`src/rtl/itcm_pkg.sv`:
```
// Shared definitions for the ITCM/DTCM ICB responders.
// State encoding, ICB width and lane/byte constants.
package itcm_pkg;

  typedef enum logic [1:0] {
    ITCM_IDLE = 2'd0,
    ITCM_ACC  = 2'd1,
    ITCM_RSP  = 2'd2
  } itcm_state_e;

  localparam int ICB_DW    = 32;
  localparam int ICB_BYTES = ICB_DW / 8;
  localparam int RAM_DW    = 2 * ICB_DW;

  localparam logic LANE_LO = 1'b0;
  localparam logic LANE_HI = 1'b1;

endpackage

```
`src/rtl/itcm_wmask_merge.sv`:
```
// Byte-masked merge of a 32-bit ICB write into one lane
// of a 64-bit RAM word, for read-modify-write.
module itcm_wmask_merge
  import itcm_pkg::*;
(
  input  logic [RAM_DW-1:0]    i_old,
  input  logic [ICB_DW-1:0]    i_wdata,
  input  logic [ICB_BYTES-1:0] i_wmask,
  input  logic                 i_lane,
  output logic [RAM_DW-1:0]    o_merged
);

  always_comb begin
    o_merged = i_old;
    for (int b = 0; b < ICB_BYTES; b++) begin
      if (i_wmask[b]) begin
        if (i_lane == LANE_HI)
          o_merged[ICB_DW+8*b +: 8] = i_wdata[8*b +: 8];
        else
          o_merged[8*b +: 8] = i_wdata[8*b +: 8];
      end
    end
  end

endmodule

```
`src/rtl/itcm_icb_slave.sv`:
```
// ICB responder for the 64-bit ITCM RAM; sub-word
// writes are done as read-modify-write in one ACC cycle.
module itcm_icb_slave
  import itcm_pkg::*;
#(
  parameter int ADDR_WIDTH = 12,
  parameter int DATA_WIDTH = 64,
  parameter int ICB_AW     = ADDR_WIDTH + 3
) (
  input  logic                  clk,
  input  logic                  rst,
  input  logic                  icb_cmd_valid,
  output logic                  icb_cmd_ready,
  input  logic [ICB_AW-1:0]     icb_cmd_addr,
  input  logic                  icb_cmd_read,
  input  logic [ICB_DW-1:0]     icb_cmd_wdata,
  input  logic [ICB_BYTES-1:0]  icb_cmd_wmask,
  output logic                  icb_rsp_valid,
  input  logic                  icb_rsp_ready,
  output logic [ICB_DW-1:0]     icb_rsp_rdata,
  output logic                  icb_rsp_err,
  output logic [ADDR_WIDTH-1:0] ram_addr,
  output logic [DATA_WIDTH-1:0] ram_wr_data,
  output logic                  ram_wr_en,
  input  logic [DATA_WIDTH-1:0] ram_rd_data
);

  itcm_state_e r_state;
  itcm_state_e w_next;

  logic [ADDR_WIDTH-1:0] r_idx;
  logic                  r_lane;
  logic                  r_read;
  logic [ICB_DW-1:0]     r_wdata;
  logic [ICB_BYTES-1:0]  r_wmask;
  logic [ICB_DW-1:0]     r_rdata;
  logic                  r_err;

  logic                  w_acc;
  logic                  w_mis;
  logic [ICB_DW-1:0]     w_lane_rd;
  logic [RAM_DW-1:0]     w_merged;

  assign w_acc = icb_cmd_valid & icb_cmd_ready;
  assign w_mis = |icb_cmd_addr[1:0];

  assign w_lane_rd = (r_lane == LANE_HI) ?
                     ram_rd_data[RAM_DW-1:ICB_DW] :
                     ram_rd_data[ICB_DW-1:0];

  itcm_wmask_merge u_merge (
    .i_old    (ram_rd_data),
    .i_wdata  (r_wdata),
    .i_wmask  (r_wmask),
    .i_lane   (r_lane),
    .o_merged (w_merged)
  );

  always_ff @(posedge clk) begin
    if (rst) r_state <= ITCM_IDLE;
    else     r_state <= w_next;
  end

  always_comb begin
    w_next = r_state;
    unique case (r_state)
      ITCM_IDLE: if (w_acc) w_next = w_mis ? ITCM_RSP : ITCM_ACC;
      ITCM_ACC:  w_next = ITCM_RSP;
      ITCM_RSP: begin
        if (icb_rsp_ready)
          w_next = !w_acc ? ITCM_IDLE :
                   w_mis  ? ITCM_RSP  : ITCM_ACC;
      end
      default:   w_next = ITCM_IDLE;
    endcase
  end

  // Outside ACC the RAM address tracks the ICB command so
  // read data is ready in the ACC cycle that follows.
  always_comb begin
    icb_cmd_ready = 1'b0;
    icb_rsp_valid = 1'b0;
    ram_wr_en     = 1'b0;
    ram_addr      = icb_cmd_addr[ICB_AW-1:3];
    ram_wr_data   = '0;
    unique case (r_state)
      ITCM_IDLE: icb_cmd_ready = 1'b1;
      ITCM_ACC: begin
        ram_addr = r_idx;
        if (!r_read) begin
          ram_wr_en   = !rst;
          ram_wr_data = w_merged;
        end
      end
      ITCM_RSP: begin
        icb_rsp_valid = 1'b1;
        icb_cmd_ready = icb_rsp_ready;
      end
      default: ;
    endcase
  end

  always_ff @(posedge clk) begin
    if (rst) begin
      r_idx   <= '0;
      r_lane  <= 1'b0;
      r_read  <= 1'b0;
      r_wdata <= '0;
      r_wmask <= '0;
      r_rdata <= '0;
      r_err   <= 1'b0;
    end else if (w_acc) begin
      r_idx   <= icb_cmd_addr[ICB_AW-1:3];
      r_lane  <= icb_cmd_addr[2];
      r_read  <= icb_cmd_read;
      r_wdata <= icb_cmd_wdata;
      r_wmask <= icb_cmd_wmask;
      r_rdata <= '0;
      r_err   <= w_mis;
    end else if (r_state == ITCM_ACC) begin
      r_rdata <= r_read ? w_lane_rd : '0;
      r_err   <= 1'b0;
    end
  end

  assign icb_rsp_rdata = r_rdata;
  assign icb_rsp_err   = r_err;

endmodule

```
`config.mk`:
```
export PLATFORM = sky130hd
export DESIGN_NAME = itcm_icb_slave
export DESIGN_NICKNAME = d
export VERILOG_FILES = /design/src/rtl/itcm_pkg.sv /design/src/rtl/itcm_wmask_merge.sv /design/src/rtl/itcm_icb_slave.sv
export SDC_FILE = /design/constraint.sdc
export NUM_CORES = 1
export LEC_CHECK = 0
export CAP_MARGIN = 5
export CORE_UTILIZATION = 46
export DETAILED_ROUTE_END_ITERATION = 10
export HOLD_SLACK_MARGIN = 0.08
export PLACE_DENSITY = 0.93
export SLEW_MARGIN = 40
export SYNTH_ARGS = -nofsm -noshare
export SYNTH_HDL_FRONTEND = slang
export SYNTH_SLANG_ARGS = --single-unit
export TNS_END_PERCENT = 100
```
`constraint.sdc`:
```
create_clock -name clk -period 2.6 [get_ports clk]
set_clock_uncertainty 0.05 [all_clocks]
set_input_delay 0.65 -clock clk [delete_from_list [all_inputs] [get_ports clk]]
set_output_delay 0.65 -clock clk [all_outputs]
set_load 0.005 [all_outputs]
```
Yosys cells after proc, flatten, opt, wreduce, memory -nomap -nowiden:

Index checks and enable logic that the tools add are counted.

* equality and inequality tests: 4
* muxes and demuxes: 32
* bitwise gates (word level): 1
* reduce and logical (&&, ||, !) cells: 6

Operators with widths (number)
* 64-bit two-way mux: 2
* 8-bit two-way mux: 16
* 32-bit two-way mux: 2
* 12-bit two-way mux: 1
* 2-bit two-way mux: 4
* 2-bit case mux with 3 select lines: 1
* 1-bit two-way mux: 5
* 2-bit inequality test, second input constant: 2
* 2-bit OR reduction: 2
* 2-bit by 1-bit equality test with 1-bit output, second input constant: 1
* 2-bit equality test, second input constant: 1
* 2-bit logical NOT: 1
* 1-bit case mux with 2 select lines: 1
* 2-bit AND reduction: 1
* 2-bit nonzero test: 1
* 1-bit bitwise AND: 1
* 1-bit logical NOT: 1

* bits in registers: 85
* input port bits: 120
* output and inout port bits: 112
* word-level logic and storage cells: 51

Depth between registers and ports, before layout:

* depth in word-level cells: 6
* depth in mapped cells: 6

Cells and area by module:

Synthesis repeated with hierarchy kept, for this count alone.

* cell total of the unflattened synthesis: 539
* area total of the unflattened synthesis: 5467.7 µm²

Modules (own cells, without submodules)
* itcm_icb_slave: times used 1, cells each 462, area each 4490.6 µm²
* itcm_wmask_merge: times used 1, cells each 77, area each 977.2 µm²

Worst setup path after synthesis:

OpenSTA, ideal clock, no wires.

* kind: register -> output
* from: register r_state[1]
* to: output ram_wr_data[36]
* arrival: 1197 ps
* data required time: 1900 ps
* path slack: 703 ps
* stages on the path, launching flop included: 7
* cell sequence: dfxtp_1 nand2b_1 buf_6 or2_1 buf_6 buf_6 a21oi_2

* cells in the longest elaborated chain, start to end: 2

RTL lines
* start: declaration: line itcm_icb_slave.sv:28 `itcm_state_e r_state;`
* start signal: assignment: line itcm_icb_slave.sv:61 `else r_state <= w_next;`
* 2-bit by 1-bit equality test with 1-bit output: line itcm_icb_slave.sv:86 `unique case (r_state)`
* 64-bit two-way mux: line itcm_icb_slave.sv:86
* end: declaration: line itcm_icb_slave.sv:23 `output logic [DATA_WIDTH-1:0] ram_wr_data,`

Every way passes these cells.

Worst setup path in the final report:

* from: register r_state[1]
* to: output ram_wr_data[13]

Same word-level chain as after synthesis.

==> results_dict.tcl <==
set metrics [dict create \
    status "finished, violations left" \
    violations "setup timing" \
    peakVddDrop_mv 0.320 \
    finalMaxSlewViolations 0 \
    numCtsBuffers 9 \
    synthCells 579 \
    vias_per_cell 5.47 \
    yosysSeqAreaShare_pct 33.5 \
    fillers 742 \
    ys.flop_type "dfxtp_1" \
    async_flop_share_pct 0 \
    area_growth_pct 55.6 \
    htreeDepth 3 \
    die_height_um 107 \
    leakagePower_uw 0.00394 \
    criticalPathCategory "reg -> out" \
    drive_above_1_share_pct 15.7 \
    holdPathEnd "r_idx[11]$_SDFFE_PP0P_" \
    drc 0 \
    cp-end-kind "output port" \
    fin_crit_sh_pct 101 \
    fin_nets 920 \
    power_density_nw_per_um2 371 \
    hp-start "r_idx[11]$_SDFFE_PP0P_" \
    clockBufferDepth 2 \
    hold_class "reg -> reg" \
    cts_tree "built" \
    path_max_fanout 16 \
    synthMuxAreaShare_pct 26.1 \
    synthSimpleGateAreaFrac_pct 24.8 \
    dp_cells 921 \
    dp_hpwl_um 11600 \
    core.rowCount 37 \
    yosysWarningCount 0 \
    final_cell_mix "clkdlybuf4s50_1 (171), nand2b_1 (102), mux2i_1 (83), dfxtp_1 (83), nor2_1 (63)" \
    grt_pass1_wl_um 25200 \
    netlist_area_um2 5070 \
    grt_usage_pct 27.7 \
    dr.pass1.iters 8 \
    avgSynthCellArea_um2 8.76 \
    wl_um 16600 \
    relSlewSlack_pct 49.0 \
    ant_nets 0 \
    synth-xor-area-share_pct 0 \
    finalNonFillerCells 941 \
    synth-seq-cells 85 \
    r2r_slack_ns 0.84 \
    arrival_ns 1.93 \
    clock_tree.root_cell "clkbuf_8" \
    r2r-end "icb_rsp_rdata[27]$_SDFFE_PP0P_" \
    wire_per_inst_um 17.6 \
    die_width_um 107 \
    synth_edf_count 0 \
    cp-start-kind "register" \
    timing.fmax_ghz 0.380 \
    synth_compound_area_share_pct 9.94 \
    grt_pass1_vias 5338 \
    clkSlewWorstSetupHoldPaths_ns 0.09 \
    start_util_pct 48.3 \
    final_hold_viol_count 0 \
    setup_tns_ns -0.0605 \
    grt_max_degree 106 \
    fp.dieArea_um2 11500 \
    reg2reg_from "r_state[0]$_SDFFE_PP0P_" \
    r2r_cells 5 \
    drv_cap 0 \
    insertion_delay_ns 0.34 \
    rsz0062_at_grt "yes" \
    final_common_cell "clkdlybuf4s50_1" \
    overflow 0 \
    clock-sinks 85 \
    ios 232 \
    worst_ep_required_time_ns 1.90 \
    antenna_cells 0 \
    drt_iter0_drc 276 \
    port_buffers 231 \
    antenna_found_initial 0 \
    syn_nets 699 \
    tightest_slew_ns 0.764 \
    synth_top_family_by_area "multiplexers" \
    place_congestion 0.862 \
    hold_depth 2 \
    fin_crit_ns 2.63 \
    ys_types 26 \
    vias 5145 \
    finalSetupViolations 5 \
    core_um2 10500 \
    yosys.area_share.adder_pct 0 \
    fin_ws_ns -0.0285 \
]
[state kept, by name, indices dropped and copies added, names as in the netlist]
signal	cells
r_wdata	32
icb_rsp_err	1
r_state	2
r_read	1
icb_rsp_rdata	32
r_lane	1
r_wmask	4
r_idx	12
[timing repair]
item | 4_1_cts | 5_1_grt
gates cloned | 0 | 1
hold buffers | 0 | 0
endpoints found under the setup margin | 65 | 55
buffers inserted | 0 | 3
resized for setup | 30 | 58
[worst max-delay path by stage]
stage	cells past startpoint	from	to	slack, ns
2_1_floorplan	6	r_state[1]$_SDFFE_PP0P_	ram_wr_data[36]	0.70
3_3_place_gp	4	ram_rd_data[56]	ram_wr_data[56]	-0.005
3_5_place_dp	4	ram_rd_data[56]	ram_wr_data[56]	-0.005
4_1_cts	5	r_state[1]$_SDFFE_PP0P_	ram_wr_data[60]	-0.07
5_1_grt	5	r_state[1]$_SDFFE_PP0P_	ram_wr_data[13]	-0.11
6_report	5	r_state[1]$_SDFFE_PP0P_	ram_wr_data[13]	-0.03
[final cells by class]
class / instances / area (µm²) / share of cell area [%]
multi-input combinational: 443 / 3140 / 39.8
timing repair buffer: 261 / 2720 / 34.4
sequential: 85 / 1710 / 21.6
tap: 136 / 170 / 2.15
clock buffer: 12 / 135 / 1.71
clock inverter: 4 / 25.0 / 0.317
[synthesized netlist by cell type, types with 3 or more instances]
cell / instances / area, µm²
mux2i_1: 83 / 831
buf_4: 5 / 37.5
nand3_1: 32 / 160
clkbuf_2: 3 / 15.0
buf_6: 7 / 78.8
a22oi_1: 32 / 240
a21oi_2: 20 / 175
clkbuf_1: 23 / 86.3
buf_2: 12 / 60.1
mux2_2: 44 / 495
nand2_1: 36 / 135
nand2b_1: 106 / 663
a21oi_1: 12 / 60.1
nor2_1: 66 / 248
dfxtp_1: 85 / 1700
[metal layers]
layer / track usage [%] / part of all wire, % / vias up
met4: 13.2 / 2.7 / 0
met1: 30.3 / 38 / 2440
met5: 0 / 0 / -
met3: 6.02 / 6.8 / 36
met2: 50.3 / 52 / 253
li1: - / - / 2416
[power breakdown]
part | switching [µW] | internal [µW] | leakage (µW)
registers | 53.9 | 1360 | 0.000695
clock network | 466 | 346 | 0.0000764
logic | 287 | 419 | 0.00317
total | 807 | 2130 | 0.00394
[cell families (layout without fill, tap and decap cells)]
| logic type | count (synthesis) | after routing |
|---|---|---|
| simple gates | 248 | 248 |
| mux | 127 | 127 |
| flops | 85 | 85 |
| compound gates | 68 | 68 |
| buf+inv | 51 | 277 |
[per-stage QoR]
| stage | worst slack (ns) | util (%) | area [µm²] | total power, µW | hold WS [ns] |
|---|---|---|---|---|---|
| final | -0.0285 | 75.1 | 7900 | 2930 | 0.431 |
| after global routing | -0.114 | 75.1 | 7900 | 3070 | 0.453 |
| after CTS | -0.0702 | 73.2 | 7690 | 2930 | 0.435 |
| after detailed placement | -0.00486 | 71.5 | 7510 | 2130 | 0.417 |
| after global placement | -0.00547 | 71.5 | 7510 | 2100 | 0.406 |
| after floorplan | 0.703 | - | 5070 | 1780 | 0.396 |
[worst max-delay path, stage by stage (launching register included)]
cell             delay (ns)
dfxtp_1                0.31
nand2b_2               0.18
or2_4                  0.29
buf_8                  0.17
nor2_1                 0.12
clkdlybuf4s50_1        0.51
No activity file was read; power rests on OpenSTA's default activity.
